$ cat src/rtl/uat_fsm.sv
// rtl/uat_fsm.sv - serial packet transmitter: GAP, START, DATA, STOP framing.
// Optional even-parity bit between DATA and STOP when UAT_PARITY_EN is defined.
module uat_fsm #(
   parameter int          CLK_HZ       = 65_000_000,
   parameter int          BAUD_RATE    = 9600,
   parameter int          CLKS_PER_BIT = CLK_HZ / BAUD_RATE,
   parameter int          PKT_LNGTH    = 162,
   parameter logic [31:0] IDLE_CYCLES  = 32'd1_300_000
) (
   input  logic                 clk_in,
   input  logic                 rst_n_in,
   input  logic [PKT_LNGTH-1:0] data_in,
   input  logic                 valid_in,
   output logic                 busy_out,
   output logic                 done_out,
   output logic                 tx_out
);

   localparam logic [2:0] S_IDLE   = 3'd0;
   localparam logic [2:0] S_GAP    = 3'd1;
   localparam logic [2:0] S_START  = 3'd2;
   localparam logic [2:0] S_DATA   = 3'd3;
   localparam logic [2:0] S_STOP   = 3'd4;
`ifdef UAT_PARITY_EN
   localparam logic [2:0] S_PARITY = 3'd5;
`endif

   localparam logic [31:0] LP_CPB_M1   = 32'(CLKS_PER_BIT - 1);
   localparam logic [31:0] LP_GAP_M1   = IDLE_CYCLES - 32'd1;
   localparam logic [7:0]  LP_LAST_BIT = 8'(PKT_LNGTH - 1);

   logic [1:0]           r_rst_sync;
   logic                 w_rst_n;
   logic [2:0]           r_state;
   logic [2:0]           w_next;
   logic [31:0]          r_cnt;
   logic [31:0]          w_cnt_next;
   logic [7:0]           r_bit;
   logic [7:0]           w_bit_next;
   logic [PKT_LNGTH-1:0] r_shift;
   logic [PKT_LNGTH-1:0] w_shift_next;
   logic                 r_tx;
   logic                 w_tx_next;
`ifdef UAT_PARITY_EN
   logic                 r_parity;
   logic                 w_parity_next;
`endif

   // Assertion is immediate; release reaches the FSM two edges later.
   always_ff @(posedge clk_in or negedge rst_n_in) begin
      if (!rst_n_in) r_rst_sync <= 2'b00;
      else           r_rst_sync <= {r_rst_sync[0], 1'b1};
   end

   assign w_rst_n = r_rst_sync[1];

   always_ff @(posedge clk_in or negedge w_rst_n) begin
      if (!w_rst_n) begin
         r_state  <= S_IDLE;
         r_cnt    <= '0;
         r_bit    <= '0;
         r_shift  <= '0;
         r_tx     <= 1'b1;
`ifdef UAT_PARITY_EN
         r_parity <= 1'b0;
`endif
      end else begin
         r_state  <= w_next;
         r_cnt    <= w_cnt_next;
         r_bit    <= w_bit_next;
         r_shift  <= w_shift_next;
         r_tx     <= w_tx_next;
`ifdef UAT_PARITY_EN
         r_parity <= w_parity_next;
`endif
      end
   end

   always_comb begin
      w_next       = r_state;
      w_cnt_next   = r_cnt + 32'd1;
      w_bit_next   = r_bit;
      w_shift_next = r_shift;
`ifdef UAT_PARITY_EN
      w_parity_next = r_parity;
`endif
      case (r_state)
         S_IDLE: begin
            w_cnt_next = '0;
            if (valid_in) begin
               w_next       = S_GAP;
               w_shift_next = data_in;
`ifdef UAT_PARITY_EN
               w_parity_next = ^data_in;
`endif
            end
         end
         S_GAP: begin
            if (r_cnt == LP_GAP_M1) begin
               w_next     = S_START;
               w_cnt_next = '0;
            end
         end
         S_START: begin
            if (r_cnt == LP_CPB_M1) begin
               w_next     = S_DATA;
               w_cnt_next = '0;
            end
         end
         S_DATA: begin
            if (r_cnt == LP_CPB_M1) begin
               w_cnt_next = '0;
               if (r_bit == LP_LAST_BIT) begin
                  w_bit_next = '0;
`ifdef UAT_PARITY_EN
                  w_next     = S_PARITY;
`else
                  w_next     = S_STOP;
`endif
               end else begin
                  w_bit_next   = r_bit + 8'd1;
                  w_shift_next = r_shift >> 1;
               end
            end
         end
`ifdef UAT_PARITY_EN
         S_PARITY: begin
            if (r_cnt == LP_CPB_M1) begin
               w_next     = S_STOP;
               w_cnt_next = '0;
            end
         end
`endif
         S_STOP: begin
            if (r_cnt == LP_CPB_M1) begin
               w_next     = S_IDLE;
               w_cnt_next = '0;
            end
         end
         default: begin
            w_next     = S_IDLE;
            w_cnt_next = '0;
            w_bit_next = '0;
         end
      endcase

      // Line level is registered from the upcoming state so it changes with the state.
      w_tx_next = 1'b1;
      case (w_next)
         S_START:  w_tx_next = 1'b0;
         S_DATA:   w_tx_next = w_shift_next[0];
`ifdef UAT_PARITY_EN
         S_PARITY: w_tx_next = r_parity;
`endif
         default:  w_tx_next = 1'b1;
      endcase
   end

   always_comb begin
      busy_out = (r_state != S_IDLE);
      done_out = (r_state == S_STOP) && (r_cnt == LP_CPB_M1);
      tx_out   = r_tx;
   end

endmodule

$ cat config.mk
export PLATFORM = sky130hd
export DESIGN_NAME = uat_fsm
export DESIGN_NICKNAME = d
export VERILOG_FILES = /design/src/rtl/uat_fsm.sv
export SDC_FILE = /design/constraint.sdc
export NUM_CORES = 1
export LEC_CHECK = 0
export BUFFER_PORTS_ARGS = -buffer_cell sky130_fd_sc_hd__buf_2
export CORE_UTILIZATION = 30
export CTS_CLUSTER_DIAMETER = 60
export CTS_CLUSTER_SIZE = 25
export DETAILED_ROUTE_END_ITERATION = 8
export GPL_TIMING_DRIVEN = 0
export PLACE_DENSITY = 0.47
export SETUP_SLACK_MARGIN = 0.2
export SLEW_MARGIN = 20
export SYNTH_ARGS = -nofsm -noshare
export SYNTH_HDL_FRONTEND = slang
export SYNTH_SLANG_ARGS = --single-unit
$ cat constraint.sdc
create_clock -name clk_in -period 16.58 [get_ports clk_in]
set_clock_uncertainty 0.1 [all_clocks]
set_input_delay 1.658 -clock clk_in [delete_from_list [all_inputs] [get_ports clk_in]]
set_output_delay 1.658 -clock clk_in [all_outputs]
set_load 0.02 [all_outputs]
# Word level (Yosys, flattened, before mapping)
# Index checks and enable logic that the tools add are counted.
dict set report op_classes {
  n_reduce_logical 8
  n_addsub 2
  bitwise_logic 1
  eq_ne 12
  muxes 18
}
# cell count
set op_table {}
lappend op_table {{two-way mux 162 bit} 3}
lappend op_table {{one-hot mux 162 bit (2 select lines)} 1}
lappend op_table {{two-way mux 32 bit} 2}
lappend op_table {{one-hot mux 32 bit (2 select lines)} 1}
lappend op_table {{adder 32 x 1 -> 32 bit (second input constant)} 1}
lappend op_table {{equality test 32 x 13 -> 1 bit (second input constant)} 1}
lappend op_table {{equality test 32 x 21 -> 1 bit (second input constant)} 1}
lappend op_table {{two-way mux 3 bit} 6}
lappend op_table {{two-way mux 8 bit} 2}
lappend op_table {{one-hot mux 8 bit (2 select lines)} 1}
lappend op_table {{one-hot mux 3 bit (5 select lines)} 1}
lappend op_table {{equality test 3 x 2 -> 1 bit (second input constant)} 4}
lappend op_table {{adder 8 x 1 -> 8 bit (second input constant)} 1}
lappend op_table {{equality test 8 bit (second input constant)} 1}
lappend op_table {{inequality test 2 bit (second input constant)} 3}
lappend op_table {{AND reduction 4 bit} 1}
lappend op_table {{OR reduction 4 bit} 1}
lappend op_table {{equality test 3 x 1 -> 1 bit (second input constant)} 1}
lappend op_table {{equality test 3 bit (second input constant)} 1}
lappend op_table {{zero test 3 bit} 1}
lappend op_table {{nonzero test 3 bit} 1}
lappend op_table {{OR reduction 3 bit} 1}
lappend op_table {{one-hot mux 1 bit (2 select lines)} 1}
lappend op_table {{AND reduction 2 bit} 1}
lappend op_table {{3 further kinds} 3}
dict set report totals {
  out_inout_bits 3
  word_cells 48
  register_bits 208
}

# Logic depth before layout (Yosys ltp)
# Gate-level depths: netlist of the first run.
dict set report logic_depth {
  depth_word 6
  mapped_depth 10
  depth_no_buf 8
}

# Worst setup path before layout of the first run
# OpenSTA, ideal clock, no wires.
dict set report synth_path {
  path_type {register to output}
  from {register r_cnt[19]}
  to {output port done_out}
  setup_slack_ns 13.060
  required_ns 14.822
  t_arrival_ns 1.762
  stages_incl_launch_ff 5
  n_path_buf 0
  cell_sequence {dfrtp_1 > nor4_1 > nand2_1 > nor4_4 > and3_1}
}
dict set report synth_via {
  elab_chain_len 2
}
# item line
set synth_rtl {}
lappend synth_rtl {{start, declared} 36} ;# logic [31:0] r_cnt;
lappend synth_rtl {{start signal, assigned} 69} ;# r_cnt <= w_cnt_next;
lappend synth_rtl {{equality test 32 x 13 -> 1 bit} 161} ;# done_out = (r_state == S_STOP) && (r_cnt == LP_CPB_M1);
lappend synth_rtl {{logical AND 1 bit} 161}
lappend synth_rtl {{end, declared} 15} ;# output logic done_out,
# Every way passes these cells.

# Worst setup path after layout of the first run
# Same ends and word-level chain as after synthesis.

==> reports/results.tsv, run 1 <==
stage	metric	value	unit
synthesis	count leader, synth	nand2_1	
sta	setup TNS	0	ps
routing	DRT antenna net count	0	
clock_network	total CTS buffers	27	
place	worst slack, placed	12580	ps
synthesis	synthesized net count	1130	
worst_setup_path	Critical Path End Type	primary output	
sta	Worst Slack Setup Final	12030	ps
synthesis	area share of the leading cell type in the synthesized netlist	53.2	%
worst_setup_path	CP Cell Sequence	nor4_1, nand2_1, nor4_4, and3_1, buf_2	
clock_network	CTS tree	yes	
synthesis	Yosys top cell by area	dfrtp_1	
floorplanning	die width	182	µm
synthesis	Syn Area/Cell	10.1	µm²
synthesis	synth top area cells	dfrtp_1 53%, nand2_1 13%, a22oi_2 9.0%	
final_layout	number of nets in the layout	1330	
final_layout	proportion of layout cells with a drive suffix above 1	29.7	%
worst_setup_path	Buf/Inv on CP	1	
synthesis	register area share after synthesis	53.4	%
clock_network	post-CTS sizing	0	
place	RD Place Congestion	0.728	
worst_setup_path	Top Family by Delay on Critical Path	simple AND/OR/NAND/NOR gates	
place	post-place instance area	0.0112	mm²
routing	drt first pass iters	5	
synthesis	largest family of logic cells by synthesized area	simple AND/OR/NAND/NOR gates	
clock_network	CTS sink cnt	208	
hold_path	Hold Crit Class	flop to asynchronous set/reset pin	
synthesis	Distinct cells, synth	52	
synthesis	post-synthesis async set-or-reset flop share	100	%
synthesis	Adder-Cell Fraction of Synth Area	0.514	%
final_layout	Area Overhead vs Synth	24.3	%
floorplanning	Site Rows	65	
worst_setup_path	crit path max fanout	9	
synthesis	Simple-Gate Fraction of Synth Area	20.3	%
routing	routed via count	7507	
routing	Avg WL per Cell	15.2	µm
sta	Slew headroom	53.4	%
place	PortBufs	167	
clock_network	clock-pin slew on the worst setup and hold paths	60	ps
sta	Final Cycle Share	27.4	%
sta	max-slew violation count	0	
worst_setup_path	Crit path required time	14820	ps
sta	Setup Viol. Count Final	0	
clock_network	Max Root-Sink Buffers	3	
synthesis	Post-synth top cells	343 x nand2_1, 207 x dfrtp_1, 90 x a22oi_1, 70 x a22oi_2, 46 x nor2_1	
sta	minimum clock period	4550	ps
job	max cap viols	0	
final_layout	Final Cell Area	0.0121	mm²
synthesis	Synth Cell Area	0.00974	mm²
clock_network	Worst-Skew Late Latency	530	ps
synthesis	Synth Area in Compound Gates	17.7	%
run_status	status	finished, final reports clean	
power	worst vdd ir	0.0786	mV
worst_setup_path	Critical Path Max Stage Delay	630	ps
clock_network	post-CTS setup buffers	0	
floorplanning	Starting Density	30.7	%
routing	DR DRC count	0	
worst_setup_path	crit start category	flop	
clock_network	H-Tree Depth	1	
routing	wirelength, routed	24100	µm
synthesis	Post-Synth XOR/XNOR Area	2.61	%
synthesis	Syn. warnings	0	
final_layout	fill count	3227	
synthesis	Post-synth EDFFs	0	
sta	RSZ-0062 raised after global routing	no	
sta	fmax	220	MHz
global_route	initial antenna violation count	0	
clock_network	hold buffer count at cts	0	
global_route	largest net degree at the start of global routing	52	
synthesis	Mapped Cells	961	
power	static leakage	6.15	nW
synthesis	post-synthesis mux area share	0.205	%
global_route	GRT Util Overall	14.8	%
routing	vias per inst	4.74	
synthesis	FF+latch count, synth	208	
global_route	vias in the first global route	7578	
power	Power per Cell Area	94.2	mW/mm²
routing	Starting DRT DRC Count	343	
synthesis	Synth Flop Type	dfrtp_1	
place	HPWL Detailed	16700	µm
global_route	global route total overflow	0	
sta	Worst-Margin Slew	692	ps
floorplanning	DIE AREA	0.0332	mm²
worst_setup_path	Slowest cell on crit path	nor4_1	
worst_setup_path	Arr. time, crit path	2790	ps
power	total power	1.14	mW
final_layout	diodes inserted	0	
clock_network	CTS Root Cell	clkbuf_16	
global_route	first-pass GRT wire length	40200	µm
floorplanning	IO Pins	168	
floorplanning	Core ar.	0.0317	mm²
worst_setup_path	Setup CP Type	flop to primary output	
sta	final hold vios	0	
floorplanning	die height	182	µm
-- worst paths after layout --
check / startpoint / to / slack (ps) / cells after the start
worst max register to register: r_bit[4] / r_shift[133] / 13830 / 8
worst max-delay path: r_cnt[19] / done_out / 12030 / 5
worst min-delay path: r_rst_sync[1] / r_shift[127] / 190 / 0
worst min register to register: r_rst_sync[1] / r_shift[127] / 190 / 0
min in group clk_in: r_rst_sync[0] / r_rst_sync[1] / 260 / 0
max in group asynchronous: r_rst_sync[1] / tx_out / 15290 / 2
-- cell type report --
class                      count  area (µm²)  area share (%)
clock inverter                21         231            1.91
inverter                       6        22.5           0.186
timing repair buffer         171         938            7.75
tap                          402         503            4.15
buffer                        62         484            4.00
multi-input combinational    685        4030            33.3
clock buffer                  28         689            5.69
sequential                   208        5210            43.0
-- cells by family (layout without fill, tap and decap cells) --
group	count (synthesis)	count (layout)
compound gates	190	190
xor+xnor	29	29
fa+ha+maj	4	4
buf+inv	68	288
flops	208	208
mux	2	2
other cells	1	1
simple gates	459	459
-- placed cells by master (no fill, tap or decap), types with 5 or more instances in the layout --
master and instances:
nand2_1 343, dfrtp_1 206, buf_2 189, a22oi_1 90, a22oi_2 70, nor2_1 46
clkbuf_16 27, xor2_1 20, clkbuf_1 17, o21ai_0 14, nand3_1 12, nand4_1 12
and3_1 9, xnor2_1 9, buf_12 8, buf_6 7, inv_1 6, inv_6 6
inv_8 5
-- layer usage --
| layer | GRT usage (%) | up-vias | wire length, µm |
|---|---|---|---|
| met1 | 21.3 | 3592 | 11700 |
| met4 | 3.60 | 0 | 523 |
| met3 | 2.35 | 32 | 994 |
| met5 | 0 | - | 0 |
| li1 | - | 3723 | - |
| met2 | 23.2 | 160 | 10900 |
-- where the power goes --
part           switching [mW]  internal, mW
clock                   0.263         0.335
sequential            0.00177         0.508
combinational          0.0170        0.0168
total                   0.281         0.859
-- registers in the layout, summed over array words and instances (netlist names) --
signal,count
r_cnt,32
r_shift,162
r_rst_sync,2
r_bit,8
tx_out,1
r_state,3
-- through the flow --
| stage | hold slack (ps) | cells | util (%) |
|---|---|---|---|
| floorplan | 231 | 961 | - |
| global placement | 235 | 1530 | 34.9 |
| detailed placement | 219 | 1534 | 35.3 |
| CTS | 228 | 1583 | 38.2 |
| global route | 246 | 1583 | 38.2 |
| finish | 194 | 1583 | 38.2 |
(Power assumes the default switching activity.)
==> run 2, diff against run 1 <==
- clock period: 16.58 -> 4.7 ns (I/O delays scaled with it)
==> reports/results.tsv, run 2 (synthesized netlist as in run 1, its figures left out) <==
stage	metric	value	unit	change
run_status	status	finished, final reports clean		
clock_network	clock-pin slew on the worst setup and hold paths	70	ps	about the same
worst_setup_path	Arr. time, crit path	2720	ps	-70 ps
clock_network	H-Tree Depth	1		unchanged
clock_network	post-CTS sizing	0		unchanged
final_layout	Final Cell Area	0.0121	mm²	-0.32%
clock_network	total CTS buffers	25		-7.4%
global_route	vias in the first global route	7624		+0.61%
final_layout	proportion of layout cells with a drive suffix above 1	29.5	%	-0.26 points
clock_network	hold buffer count at cts	1		+1
routing	vias per inst	4.72		-0.56%
clock_network	CTS tree	yes		
worst_setup_path	crit start category	flop		
floorplanning	Core ar.	0.0317	mm²	unchanged
worst_setup_path	Crit path required time	4130	ps	-10690 ps
sta	Final Cycle Share	69.9	%	
worst_setup_path	Buf/Inv on CP	1		unchanged
final_layout	fill count	3242		+0.46%
global_route	largest net degree at the start of global routing	52		unchanged
routing	wirelength, routed	24200	µm	+0.44%
global_route	GRT Util Overall	14.9	%	+0.11 points
power	Power per Cell Area	325	mW/mm²	+250%
floorplanning	die width	182	µm	unchanged
place	post-place instance area	0.0112	mm²	about the same
routing	DRT antenna net count	0		unchanged
routing	routed via count	7465		-0.56%
floorplanning	DIE AREA	0.0332	mm²	unchanged
clock_network	Worst-Skew Late Latency	530	ps	about the same
power	static leakage	6.11	nW	-0.61%
sta	final hold vios	0		unchanged
sta	Setup Viol. Count Final	0		unchanged
worst_setup_path	Setup CP Type	flop to primary output		
worst_setup_path	crit path max fanout	9		unchanged
sta	Slew headroom	49.6	%	-3.8 points
worst_setup_path	Critical Path Max Stage Delay	640	ps	about the same
final_layout	most frequent cells in the layout	343 x nand2_1, 206 x dfrtp_1, 189 x buf_2		
clock_network	post-CTS setup buffers	0		unchanged
floorplanning	Site Rows	65		unchanged
final_layout	Area Overhead vs Synth	23.9	%	
clock_network	CTS sink cnt	208		unchanged
place	RD Place Congestion	0.728		about the same
routing	Avg WL per Cell	15.3	µm	+0.44%
global_route	first-pass GRT wire length	40400	µm	+0.48%
job	max cap viols	0		unchanged
routing	DR DRC count	0		unchanged
final_layout	registers with the most flip-flops	r_shift (162), r_cnt (32), r_bit (8)		
hold_path	Hold Crit Class	primary input to flop		
place	PortBufs	167		unchanged
sta	RSZ-0062 raised after global routing	no		
worst_setup_path	CP Cell Sequence	nor4_1, nand2_1, nor4_4, and3_1, buf_2		
final_layout	commonest non-fill, non-tap cell in the layout	nand2_1		
global_route	global route total overflow	0		unchanged
global_route	initial antenna violation count	1		+1
routing	Starting DRT DRC Count	379		+10%
worst_setup_path	Slowest cell on crit path	nor4_1		
final_layout	number of nets in the layout	1330		unchanged
final_layout	Multi-input gate area	0.00403	mm²	unchanged
floorplanning	IO Pins	168		unchanged
final_layout	largest reg by FF count	r_shift		
power	worst vdd ir	0.268	mV	+240%
sta	Worst-Margin Slew	749	ps	+56.7 ps
worst_setup_path	Top Family by Delay on Critical Path	simple AND/OR/NAND/NOR gates		
sta	Hold Worst Slack	66.1	ps	-128 ps
routing	drt first pass iters	5		unchanged
worst_setup_path	Critical Path End Type	primary output		
place	HPWL Detailed	16700	µm	+0.35%
sta	minimum clock period	3290	ps	
clock_network	Max Root-Sink Buffers	3		unchanged
floorplanning	Starting Density	30.7	%	unchanged
sta	max-slew violation count	0		unchanged
final_layout	Largest register FFs	162		unchanged
floorplanning	die height	182	µm	unchanged
clock_network	CTS Root Cell	clkbuf_16		
final_layout	Register Area	0.00521	mm²	unchanged
sta	fmax	304	MHz	
-- run 2: changes by cell type in the layout (fill, tap and decap cells not counted), sizes merged --
| cell | before | now |
|---|---|---|
| clkinvlp | 1 | 3 |
| dlygate4sd3 | 0 | 1 |
| buf | 215 | 216 |
| clkbuf | 46 | 43 |
| inv | 18 | 17 |
| diode | 0 | 3 |
| clkinv | 7 | 4 |
-- run 2: path summary, 6_finish.rpt --
path | start | endpoint | slack, ps | depth (start not counted)
max | r_cnt[19] | done_out | 1410 | 5
max in group asynchronous | r_rst_sync[1] | r_shift[72] | 3550 | 2
min in group asynchronous | r_rst_sync[1] | r_cnt[13] | 110 | 0
min | data_in[96] | r_shift[96] | 70 | 3
min reg2reg | r_rst_sync[1] | r_cnt[13] | 110 | 0
max reg2reg | r_bit[4] | r_shift[109] | 1980 | 8
-- run 2: per-layer routing --
layer | global-route usage, % | vias to the layer above | wire length, µm
met5 | 0 | - | 0
met4 | 3.70 | 0 | 538
met3 | 2.49 | 36 | 1150
met2 | 23.0 | 166 | 10600
met1 | 21.7 | 3550 | 12000
li1 | - | 3713 | -
-- run 2: metrics by stage --
stage	utilization (%)	power [mW]	cells	setup slack, ps	TNS [ps]
5_1_grt	38.0	4.09	1581	1210	0
2_1_floorplan	-	1.85	961	1180	0
6_report	38.1	3.93	1583	1410	0
3_5_place_dp	35.3	1.95	1535	1850	0
4_1_cts	38.0	4.00	1580	1330	0
3_3_place_gp	34.9	1.94	1530	-584	-116090
-- run 2: tightest hold or removal path: stages --
cell and delay (ps):
buf_2 80, a22oi_1 60, nand2_1 50
-- run 2: area by class of cell --
cell class	instances	area share, %
plain buffers	62	4.01
well taps	402	4.17
inverters	6	0.187
clock inverters	19	1.94
clock buffers	25	5.18
multi-input cells	685	33.4
flip-flops and latches	208	43.2
repair buffers	173	7.90
diodes	3	0.0622
-- run 2: power breakdown --
| part | switching [mW] | leakage, nW | internal [mW] |
|---|---|---|---|
| combinational | 0.0625 | 2.83 | 0.0601 |
| clock | 0.919 | 0.410 | 1.09 |
| sequential | 0.00371 | 2.87 | 1.79 |
| total | 0.985 | 6.11 | 2.94 |
